[src/rtl/hc595_rx.sv]
// Receiver for the 3-wire 74HC595-style display link: oversamples SH_CP/ST_CP/DS and rebuilds latched frames.
// Optional digit decode outputs are enabled by defining HC595_RX_DIGIT_DECODE_EN.
module hc595_rx #(
  parameter int unsigned WIDTH       = 16,
  parameter int unsigned SYNC_STAGES = 2,
  parameter bit          MSB_FIRST   = 1'b1
) (
  input  logic                       clk_i,
  input  logic                       rst_i,
  input  logic                       sh_cp_i,
  input  logic                       st_cp_i,
  input  logic                       ds_i,
  input  logic                       err_clr_i,
  output logic [WIDTH-1:0]           data_o,
  output logic                       valid_o,
  output logic [$clog2(WIDTH)+1:0]   bit_cnt_o,
`ifdef HC595_RX_DIGIT_DECODE_EN
  output logic                       frame_err_o,
  output logic [2:0]                 digit_idx_o,
  output logic [3:0]                 digit_val_o,
  output logic                       digit_ok_o
`else
  output logic                       frame_err_o
`endif
);

  localparam int unsigned CNT_W = $clog2(WIDTH) + 2;

  logic [SYNC_STAGES-1:0] sh_sync;
  logic [SYNC_STAGES-1:0] st_sync;
  logic [SYNC_STAGES-1:0] ds_sync;
  logic                   sh_hist;
  logic                   st_hist;
  logic [WIDTH-1:0]       shreg;
  logic [WIDTH-1:0]       shift_nxt;
  logic [CNT_W-1:0]       bit_cnt;
  logic                   sh_s;
  logic                   st_s;
  logic                   ds_s;
  logic                   shift_ev;
  logic                   latch_ev;

  assign sh_s      = sh_sync[SYNC_STAGES-1];
  assign st_s      = st_sync[SYNC_STAGES-1];
  assign ds_s      = ds_sync[SYNC_STAGES-1];
  assign shift_ev  = sh_s & ~sh_hist;
  assign latch_ev  = st_s & ~st_hist;
  assign bit_cnt_o = bit_cnt;

  // Next shift-register contents for the configured bit order
  always_comb begin
    shift_nxt = shreg;
    if (MSB_FIRST) begin
      shift_nxt = {shreg[WIDTH-2:0], ds_s};
    end else begin
      shift_nxt = {ds_s, shreg[WIDTH-1:1]};
    end
  end

  // Synchronisers, edge history, shift register, storage and error flag
  always_ff @(posedge clk_i) begin
    if (rst_i) begin
      sh_sync     <= '0;
      st_sync     <= '0;
      ds_sync     <= '0;
      sh_hist     <= 1'b0;
      st_hist     <= 1'b0;
      shreg       <= '0;
      bit_cnt     <= '0;
      data_o      <= '0;
      valid_o     <= 1'b0;
      frame_err_o <= 1'b0;
    end else begin
      sh_sync <= {sh_sync[SYNC_STAGES-2:0], sh_cp_i};
      st_sync <= {st_sync[SYNC_STAGES-2:0], st_cp_i};
      ds_sync <= {ds_sync[SYNC_STAGES-2:0], ds_i};
      sh_hist <= sh_s;
      st_hist <= st_s;
      valid_o <= latch_ev;

      if (shift_ev) begin
        shreg <= shift_nxt;
      end

      // Storage sees pre-shift contents when both edges coincide
      if (latch_ev) begin
        data_o  <= shreg;
        bit_cnt <= shift_ev ? CNT_W'(1) : '0;
      end else if (shift_ev && (bit_cnt != {CNT_W{1'b1}})) begin
        bit_cnt <= bit_cnt + CNT_W'(1);
      end

      if (latch_ev && (bit_cnt != CNT_W'(WIDTH))) begin
        frame_err_o <= 1'b1;
      end else if (err_clr_i) begin
        frame_err_o <= 1'b0;
      end
    end
  end

`ifdef HC595_RX_DIGIT_DECODE_EN
  logic [7:0] sel_byte;
  logic [7:0] seg_byte;
  logic [2:0] idx_c;
  logic [3:0] val_c;
  logic       seg_ok_c;
  logic       sel_ok_c;

  assign sel_byte = data_o[7:0];
  assign seg_byte = data_o[15:8];

  // Active-low common-anode segment code to digit value, one-hot select to index
  always_comb begin
    idx_c    = 3'd0;
    val_c    = 4'hF;
    seg_ok_c = 1'b1;
    sel_ok_c = $onehot(sel_byte);
    for (int i = 0; i < 8; i++) begin
      if (sel_byte[i]) begin
        idx_c = 3'(i);
      end
    end
    case (seg_byte)
      8'hC0:   val_c = 4'd0;
      8'hF9:   val_c = 4'd1;
      8'hA4:   val_c = 4'd2;
      8'hB0:   val_c = 4'd3;
      8'h99:   val_c = 4'd4;
      8'h92:   val_c = 4'd5;
      8'h82:   val_c = 4'd6;
      8'hF8:   val_c = 4'd7;
      8'h80:   val_c = 4'd8;
      8'h90:   val_c = 4'd9;
      default: seg_ok_c = 1'b0;
    endcase
  end

  always_ff @(posedge clk_i) begin
    if (rst_i) begin
      digit_idx_o <= 3'd0;
      digit_val_o <= 4'd0;
      digit_ok_o  <= 1'b0;
    end else if (valid_o) begin
      if (sel_ok_c && seg_ok_c) begin
        digit_idx_o <= idx_c;
        digit_val_o <= val_c;
        digit_ok_o  <= 1'b1;
      end else begin
        digit_idx_o <= 3'd0;
        digit_val_o <= 4'hF;
        digit_ok_o  <= 1'b0;
      end
    end
  end
`endif

endmodule
[config.mk]
export PLATFORM = sky130hd
export DESIGN_NAME = hc595_rx
export DESIGN_NICKNAME = d
export VERILOG_FILES = /design/src/rtl/hc595_rx.sv
export SDC_FILE = /design/constraint.sdc
export NUM_CORES = 1
export LEC_CHECK = 0
export CAP_MARGIN = 25
export CELL_PAD_IN_SITES_DETAIL_PLACEMENT = 0
export CELL_PAD_IN_SITES_GLOBAL_PLACEMENT = 1
export CORE_UTILIZATION = 30
export DETAILED_ROUTE_END_ITERATION = 7
export HOLD_SLACK_MARGIN = 0.02
export PLACE_DENSITY_LB_ADDON = 0.12
export SLEW_MARGIN = 10
export SYNTH_ARGS = -nofsm -noshare
export SYNTH_HDL_FRONTEND = slang
export SYNTH_SLANG_ARGS = --single-unit
export TNS_END_PERCENT = 30
[constraint.sdc]
create_clock -name clk_i -period 1.2 [get_ports clk_i]
set_input_delay 0.24 -clock clk_i [delete_from_list [all_inputs] [get_ports clk_i]]
set_output_delay 0.24 -clock clk_i [all_outputs]
set_load 0.1 [all_outputs]
==> impl_metrics.csv, run 1 <==
group,metric,value,unit
synthesis,synth_xor_area_share,0,%
global_routing,grt_overflow_total,0,
route,vias,1442,
placed_design,portBuffers,29,
synthesis,synth_nets,215,
sta,relSlewSlack,81.6,%
synthesis,yosysWarnings,0,
floorplanning,core,5640,µm²
hold_path,hold_class,"register to register",
sta,max_freq,0.849,GHz
synthesis,yosys.area_share.adder,1.39,%
critical_path,cp-start-kind,"register",
power_and_ir_drop,p_sw,632,µW
sta,finalHoldViolations,0,
sta,clock_skew,5.24,ps
critical_path,endpoint_kind,"primary output",
global_routing,grt_pass1_vias,1342,
final_layout,fin_nets,251,
clock_network,tritoncts,"built",
power_and_ir_drop,ir_worst_vdd,0.561,mV
route,drtIter0Drc,118,
critical_path,cp.required,960,ps
synthesis,postSynthCellCount,207,
sta,rsz0062_at_grt,"yes",
synthesis,syn_area,1800,µm²
synthesis,synth.mux.area_fraction,1.11,%
global_routing,gr-usage-met2,19.7,%
clock_network,numCtsBuffers,5,
final_layout,drive_gt1_share,25.8,%
clock_network,h-tree-depth,2,
clock_network,cts_root_buffer,"clkbuf_8",
global_routing,grt_pass1_wl,6.20,mm
synthesis,synth_area_per_cell,8.70,µm²
power_and_ir_drop,p_seq_share,58.2,%
power_and_ir_drop,powerDensity,1060,nW/µm²
run,cap_violations,0,
clock_network,insertion_delay,290,ps
placed_design,place.gp.congestion,0.771,
route,drcViolationCount,0,
global_routing,grt.busiest_layer,"met2",
synthesis,netlist-cell-type-count,30,
floorplanning,die_area,6320,µm²
global_routing,met3_usage,3.09,%
status,status,"finished clean",
power_and_ir_drop,clkPwrFrac,35.2,%
synthesis,ys.flop_type,"dfxtp_1",
clock_network,clockBufferDepth,2,
power_and_ir_drop,p_sw_share,22.9,%
synthesis,yosysSeqAreaShare,53.4,%
critical_path,cp_max_fo,4,
floorplanning,die_w,79.5,µm
synthesis,yosys.area.top_type,"dfxtp_1",
route,dr.pass1.iters,4,
sta,fin_crit_sh,98.1,%
placed_design,hpwl,2.46,mm
clock_network,cts_hold_buffers,0,
global_routing,grt_max_degree,43,
synthesis,synth_top_family_by_area,"simple AND/OR/NAND/NOR gates",
synthesis,synth_simple_gate_area_share,24.6,%
floorplanning,initial_core_util,31.9,%
synthesis,synthArstFlopShare,0,%
critical_path,path_class,"register to primary output",
power_and_ir_drop,p_leak,0.000892,µW
final_layout,num_antenna_cells,0,
power_and_ir_drop,p_int,2130,µW
placed_design,pre_cts_ws,-170,ps
global_routing,track_usage,12.6,%
synthesis,synth-edff-count,0,
clock_network,clock-sinks,48,
floorplanning,rows,27,
synthesis,synth.top_cell.area_share,53.4,%
sta,worst_slew_pin_slew,273,ps
global_routing,antenna_found_initial,0,
sta,finalSetupTns,0,ps
route,finalWirelength,3.62,mm
clock_network,cts.clk_slew.worst_paths,80,ps
route,post_drt_wl_per_cell,11.4,µm
sta,setup_viol_count_final,0,
floorplanning,ioPinCount,30,
synthesis,ys_seq_elements,48,
global_routing,grt_use_met1,16.3,%
synthesis,synth_most_common_cell,"nand2_1",
synthesis,synthTopCellsByCount,"nand2_1 (66), dfxtp_1 (48), a21oi_1 (36)",
power_and_ir_drop,combPwrFrac,6.6,%
floorplanning,die_h,79.5,µm
sta,final-max-slew-violation-count,0,
sta,period_needed,1180,ps
route,drtAntennaViolNets,0,
critical_path,cp.arrival,940,ps
route,via_per_inst,4.56,
final_layout,syn_to_final_growth,44.6,%
synthesis,synth_area_leaders,"dfxtp_1 (53%), nand2_1 (14%), a21oi_1 (10%)",
synthesis,synth-compound-area-share,14.1,%
sta,worst_slack,22.6,ps
## critical path, cell delays in order, from the launching register on
cell and delay, ps:
dfxtp_4 370, buf_6 110, buf_12 160
## logic make-up after synthesis
family                     Yosys count
muxes                                2
and+or+nand+nor                     94
DFF                                 48
AOI/OAI and AO/OA                   42
adders and majority gates            2
buffers and inverters               19
## state kept, by name (all words and copies together), names as in the netlist
| signal | flops |
|---|---|
| valid_o | 1 |
| st_hist | 1 |
| bit_cnt_o | 6 |
| ds_sync | 2 |
| frame_err_o | 1 |
| sh_hist | 1 |
| shreg | 16 |
| sh_sync | 2 |
| st_sync | 2 |
| data_o | 16 |
## layer usage
| layer | vias up | part of all wire [%] |
|---|---|---|
| met1 | 659 | 49 |
| met5 | - | 0 |
| met4 | 0 | 1.4 |
| met3 | 5 | 3.2 |
| met2 | 27 | 47 |
| li1 | 751 | - |
## stage by stage
stage | power (µW) | utilization [%] | cells | instance area (µm²) | hold slack [ps]
after floorplan | 1760 | - | 207 | 1840 | 368
after global placement | 1830 | 44.0 | 306 | 2480 | 419
after detailed placement | 1830 | 44.0 | 306 | 2480 | 428
after CTS | 2820 | 45.7 | 314 | 2580 | 450
after global routing | 2900 | 46.2 | 316 | 2600 | 455
final | 2760 | 46.2 | 316 | 2600 | 443
## repair_timing
item,4_1_cts,5_1_grt
endpoints found under the setup margin,17,11
buffers inserted,0,2
pin swaps,0,1
gates resized for setup,2,2
## power groups by stage
stage	clock network (µW)	registers, µW	logic, µW
after floorplan	0	1670	84.1
after detailed placement	0	1650	184
after global routing	1090	1610	197
after CTS	1020	1610	185
after global placement	0	1640	184
final	972	1610	183
## layout by cell type, fill, tap and decap left out, types with 2 or more instances in the layout
cell             count
a21oi_1             36
and4_4               2
buf_12              25
buf_4               12
clkbuf_8             6
clkdlybuf4s50_1      5
clkinv_2             2
dfxtp_1             41
dfxtp_4              6
inv_1                5
mux2i_1              2
nand2_1             66
nand2b_1             2
nand3_1              4
nor2_1               2
nor2b_1              8
## final timing paths
path                start           end  slack [ps]  depth (start not counted)
min            sh_sync[0]    sh_sync[1]         440                          1
max reg2reg  bit_cnt_o[3]  bit_cnt_o[0]          50                          3
min reg2reg    sh_sync[0]    sh_sync[1]         440                          1
max          bit_cnt_o[2]  bit_cnt_o[2]          20                          2
## layout make-up
cell class / count / area, µm²
Multi-Input combinational cell: 140 / 766
Clock buffer: 6 / 82.6
Fill cell: 518 / 3040
Sequential cell: 48 / 985
Clock inverter: 2 / 10.0
Inverter: 5 / 18.8
Tap cell: 72 / 90.1
Timing Repair Buffer: 43 / 652
No activity file was read; power rests on OpenSTA's default activity.
==> run 2, diff against run 1 <==
--- a/config.mk
+++ b/config.mk
@@ -8,10 +8,11 @@
 export CAP_MARGIN = 25
 export CELL_PAD_IN_SITES_DETAIL_PLACEMENT = 0
 export CELL_PAD_IN_SITES_GLOBAL_PLACEMENT = 1
+export CORE_ASPECT_RATIO = 1.2
 export CORE_UTILIZATION = 30
 export DETAILED_ROUTE_END_ITERATION = 7
 export HOLD_SLACK_MARGIN = 0.02
-export PLACE_DENSITY_LB_ADDON = 0.12
+export PLACE_DENSITY = 0.76
 export SLEW_MARGIN = 10
 export SYNTH_ARGS = -nofsm -noshare
 export SYNTH_HDL_FRONTEND = slang
==> impl_metrics.csv, run 2 (synthesis gave the netlist of run 1 again) <==
group,metric,value,unit
status,status,"finished clean",
floorplanning,ioPinCount,30,
hold_path,hold_class,"register to register",
route,drtIter0Drc,52,
power_and_ir_drop,p_sw_share,23.2,%
sta,rsz0062_at_grt,"yes",
clock_network,tritoncts,"built",
critical_path,r2r-start,"bit_cnt_o[1]",
route,dr.pass1.iters,4,
clock_network,clock-sinks,48,
sta,fin_crit_sh,98.0,%
sta,worst_slack,24.3,ps
route,drcViolationCount,0,
critical_path,reg2regPathDepth,3,
critical_path,cp.required,960,ps
critical_path,crit_chain,"buf_6 > buf_12",
global_routing,grt_max_degree,43,
sta,setup_viol_count_final,0,
final_layout,drive_gt1_share,24.3,%
critical_path,endpoint_kind,"primary output",
global_routing,grt_pass1_wl,6.27,mm
placed_design,pre_cts_ws,-246,ps
sta,clock_skew,5.81,ps
critical_path,cp_slowest_cell,"dfxtp_4",
hold_path,hold_end,"st_sync[1]",
route,finalWirelength,3.56,mm
clock_network,h-tree-depth,2,
sta,finalHoldViolations,0,
global_routing,track_usage,12.7,%
placed_design,place_inst,311,
run,cap_violations,0,
power_and_ir_drop,p_int,2220,µW
placed_design,place.gp.congestion,0.724,
final_layout,syn_to_final_growth,45.7,%
hold_path,hp-start,"st_sync[0]",
critical_path,max_stage_delay,390,ps
critical_path,cp_max_fo,5,
power_and_ir_drop,clkPwrFrac,37.7,%
critical_path,path_class,"register to primary output",
power_and_ir_drop,ir_worst_vdd,0.603,mV
power_and_ir_drop,p_leak,0.000876,µW
clock_network,cts_root_buffer,"clkbuf_8",
power_and_ir_drop,p_seq_share,55.6,%
clock_network,insertion_delay,290,ps
clock_network,cts.clk_slew.worst_paths,90,ps
power_and_ir_drop,combPwrFrac,6.6,%
floorplanning,initial_core_util,31.6,%
final_layout,fin_nets,246,
global_routing,grt_overflow_total,0,
floorplanning,die_area,6320,µm²
critical_path,cp-start-kind,"register",
sta,period_needed,1180,ps
global_routing,antenna_found_initial,0,
power_and_ir_drop,p_total,2890,µW
floorplanning,die_h,86.9,µm
placed_design,hpwl,2.42,mm
power_and_ir_drop,powerDensity,1100,nW/µm²
route,drtAntennaViolNets,0,
route,via_per_inst,4.45,
power_and_ir_drop,p_sw,670,µW
final_layout,fin_util,46.0,%
floorplanning,core,5710,µm²
route,vias,1418,
clock_network,clockBufferDepth,2,
clock_network,numCtsBuffers,5,
critical_path,cp.arrival,940,ps
final_layout,fin_cells,319,
floorplanning,rows,30,
floorplanning,die_w,72.7,µm
critical_path,r2r-end,"bit_cnt_o[3]",
final_layout,num_antenna_cells,0,
global_routing,grt_pass1_vias,1306,
sta,relSlewSlack,80.4,%
route,post_drt_wl_per_cell,11.2,µm
sta,worst_slew_pin_slew,291,ps
critical_path,reg2reg_slack,40,ps
placed_design,portBuffers,29,
hold_path,holdPathStages,1,
sta,final-max-slew-violation-count,0,
final_layout,most-common-layout-cells,"nand2_1 (66), dfxtp_1 (41), a21oi_1 (36)",
critical_path,crit_start,"bit_cnt_o[0]",
sta,max_freq,0.851,GHz
final_layout,final_common_cell,"nand2_1",
[run 2: cell count changes in the layout (fill, tap and decap cells not counted)]
cell / before / now
clkbuf_16: 0 / 1
clkinv_2: 2 / 0
buf_6: 1 / 2
clkinvlp_4: 0 / 1
inv_6: 0 / 1
buf_4: 12 / 4
buf_12: 25 / 27
clkbuf_8: 6 / 5
[run 2: critical path, delay by kind of cell, from the launching register on]
family,cells,cell delay (ps)
DFF,1,390
buffers and inverters,2,260
[run 2: power by group through the flow]
stage	Clock [µW]	Combinational, µW	Sequential [µW]
3_5_place_dp	0	189	1640
6_report	1090	192	1610
4_1_cts	1130	192	1610
2_1_floorplan	0	84.1	1670
5_1_grt	1210	206	1610
3_3_place_gp	0	189	1640
[run 2: per-stage QoR]
| stage | setup TNS (ps) | hold WS, ps | cell area (µm²) |
|---|---|---|---|
| 5_1_grt | -10.8 | 460 | 2620 |
| 3_3_place_gp | -4110 | 419 | 2490 |
| 2_1_floorplan | -880 | 368 | 1840 |
| 4_1_cts | 0 | 451 | 2620 |
| 3_5_place_dp | -4340 | 430 | 2490 |
| 6_report | 0 | 444 | 2620 |
[run 2: worst max-delay path by stage]
stage | to | slack (ps) | cells past startpoint
floorplan | bit_cnt_o[0] | -50 | 4
global placement | bit_cnt_o[4] | -150 | 4
detailed placement | bit_cnt_o[4] | -250 | 4
CTS | bit_cnt_o[0] | 10 | 2
global route | bit_cnt_o[0] | -10 | 2
finish | bit_cnt_o[0] | 20 | 2
[run 2: cell type report]
class | instances | area, µm²
clock inverters | 2 | 16.3
repair buffers | 38 | 643
flip-flops and latches | 48 | 985
multi-input cells | 140 | 766
well taps | 80 | 100
clock buffers | 6 | 93.8
inverters | 5 | 18.8
fillers | 559 | 3080
[run 2: routing by layer]
metal	wire length (µm)	vias up	track usage, %	part of all wire [%]
met5	0	-	0	0
met4	46	0	5.35	1.3
met3	85	2	2.43	2.4
met2	1680	20	19.9	47
met1	1750	654	17.2	49
li1	-	742	-	-
[run 2: what timing repair did]
item	4_1_cts	5_1_grt
setup endpoints to repair	2	24
setup buffers	0	0
gates resized for setup	2	3
gates cloned	0	0
hold buffers	0	0
==> run 3, diff against run 2 <==
--- a/config.mk
+++ b/config.mk
@@ -9,6 +9,7 @@
 export CELL_PAD_IN_SITES_DETAIL_PLACEMENT = 0
 export CELL_PAD_IN_SITES_GLOBAL_PLACEMENT = 1
 export CORE_ASPECT_RATIO = 1.2
+export CORE_MARGIN = 4
 export CORE_UTILIZATION = 30
 export DETAILED_ROUTE_END_ITERATION = 7
 export HOLD_SLACK_MARGIN = 0.02
==> impl_metrics.csv, run 3 (synthesis gave the netlist of run 1 again) <==
group,metric,value,unit
status,status,"finished with violations",
status,violations,"negative setup slack",
placed_design,portBuffers,29,
clock_network,clock-sinks,48,
route,drtAntennaViolNets,0,
sta,worst_slew_pin_slew,259,ps
critical_path,endpoint_kind,"register",
sta,finalHoldViolations,0,
critical_path,crit_chain,"buf_6 > nand4b_1 > a211oi_2 > mux2i_1",
hold_path,holdPathStages,2,
floorplanning,die_h,92.9,µm
floorplanning,core,5740,µm²
critical_path,reg2reg_slack,-50,ps
critical_path,cp_slowest_cell,"dfxtp_4",
sta,setup_viol_count_final,1,
sta,clock_skew,5.53,ps
final_layout,fin_nets,253,
critical_path,cp-start-kind,"register",
power_and_ir_drop,ir_worst_vdd,0.745,mV
sta,worst_slack,-45.5,ps
sta,finalSetupTns,-45.5,ps
sta,period_needed,1250,ps
critical_path,r2r-start,"bit_cnt_o[0]",
route,dr.pass1.iters,3,
clock_network,numCtsBuffers,5,
critical_path,max_stage_delay,360,ps
critical_path,r2r-end,"bit_cnt_o[3]",
critical_path,path_buf_inv,1,
placed_design,place_area,2540,µm²
power_and_ir_drop,powerDensity,1020,nW/µm²
route,drcViolationCount,0,
clock_network,h-tree-depth,2,
critical_path,critPathTopFamily,"flip-flops",
global_routing,grt_overflow_total,0,
global_routing,grt_pass1_vias,1457,
clock_network,cts.clk_slew.worst_paths,80,ps
final_layout,final_common_cell,"nand2_1",
hold_path,hold_end,"shreg[0]",
power_and_ir_drop,p_leak,0.000914,µW
sta,relSlewSlack,82.6,%
hold_path,hold_class,"register to register",
sta,max_freq,0.803,GHz
clock_network,insertion_delay,300,ps
final_layout,num_antenna_cells,0,
clock_network,clockBufferDepth,2,
critical_path,cp_max_fo,4,
global_routing,grt_max_degree,18,
route,post_drt_wl_per_cell,11.5,µm
clock_network,tritoncts,"built",
power_and_ir_drop,p_total,2750,µW
final_layout,fillCellCount,550,
clock_network,cts_root_buffer,"clkbuf_8",
sta,fin_crit_sh,104,%
final_layout,drive_gt1_share,28.5,%
critical_path,path_class,"register to register",
hold_path,hp-start,"ds_sync[1]",
critical_path,cp.arrival,1470,ps
route,vias,1452,
critical_path,reg2regPathDepth,4,
run,cap_violations,0,
route,finalWirelength,3.76,mm
sta,final-max-slew-violation-count,0,
final_layout,syn_to_final_growth,49.8,%
global_routing,track_usage,11.4,%
floorplanning,die_area,7310,µm²
critical_path,cp.required,1420,ps
global_routing,antenna_found_initial,0,
floorplanning,ioPinCount,30,
global_routing,grt_pass1_wl,6.67,mm
placed_design,place.gp.congestion,0.692,
final_layout,most-common-layout-cells,"nand2_1 (66), dfxtp_1 (41), a21oi_1 (36)",
placed_design,hpwl,2.63,mm
route,via_per_inst,4.45,
floorplanning,rows,30,
floorplanning,die_w,78.7,µm
route,drtIter0Drc,53,
floorplanning,initial_core_util,31.4,%
sta,rsz0062_at_grt,"yes",
final_layout,fin_util,47.0,%
final_layout,design_area,2700,µm²
run 3: stage by stage:
step,hold WS [ps],setup WS [ps],cells
5_1_grt,463,-90.8,326
3_5_place_dp,424,-170,317
2_1_floorplan,368,-49.3,207
3_3_place_gp,418,-186,317
6_report,436,-45.5,326
4_1_cts,438,-16.7,325
run 3: worst reg2reg max path, stage by stage, from the launching register on:
cell and delay [ps]:
dfxtp_4 360, buf_6 120, nand4b_1 230, a211oi_2 270
mux2i_1 200
run 3: cell type report:
| type | count | area [µm²] | share of cell area, % |
|---|---|---|---|
| Tap cell | 80 | 100 | 3.71 |
| Sequential cell | 48 | 985 | 36.5 |
| Clock buffer | 5 | 68.8 | 2.55 |
| Inverter | 5 | 18.8 | 0.696 |
| Timing Repair Buffer | 45 | 712 | 26.4 |
| Clock inverter | 3 | 18.8 | 0.696 |
| Multi-Input combinational cell | 140 | 795 | 29.5 |
run 3: report_power, final:
| part | switching, µW | total, µW | leakage, µW | internal (µW) |
|---|---|---|---|---|
| clock | 524 | 930 | 0.0000479 | 406 |
| combinational | 117 | 215 | 0.000472 | 97.5 |
| sequential | 9.54 | 1600 | 0.000394 | 1600 |
| total | 651 | 2750 | 0.000914 | 2100 |
run 3: per-layer routing:
layer	GRT usage (%)	share of wire, %
met1	13.2	45
met4	4.37	1.7
met3	3.02	3.9
met2	19.8	49
met5	0	0
run 3: repair_timing:
item	4_1_cts	5_1_grt
setup endpoints to repair	4	36
gates resized for setup	3	12
pin swaps	1	2
hold buffers	0	0
setup buffers	0	1
run 3: how the worst max path moves through the flow:
stage | startpoint | endpoint | slack [ps] | depth (start not counted)
3_3_place_gp | bit_cnt_o[0] | frame_err_o | -190 | 6
5_1_grt | bit_cnt_o[0] | bit_cnt_o[3] | -90 | 4
3_5_place_dp | bit_cnt_o[0] | frame_err_o | -170 | 6
2_1_floorplan | bit_cnt_o[1] | bit_cnt_o[0] | -50 | 4
4_1_cts | bit_cnt_o[0] | bit_cnt_o[0] | -20 | 2
6_report | bit_cnt_o[0] | bit_cnt_o[3] | -50 | 4
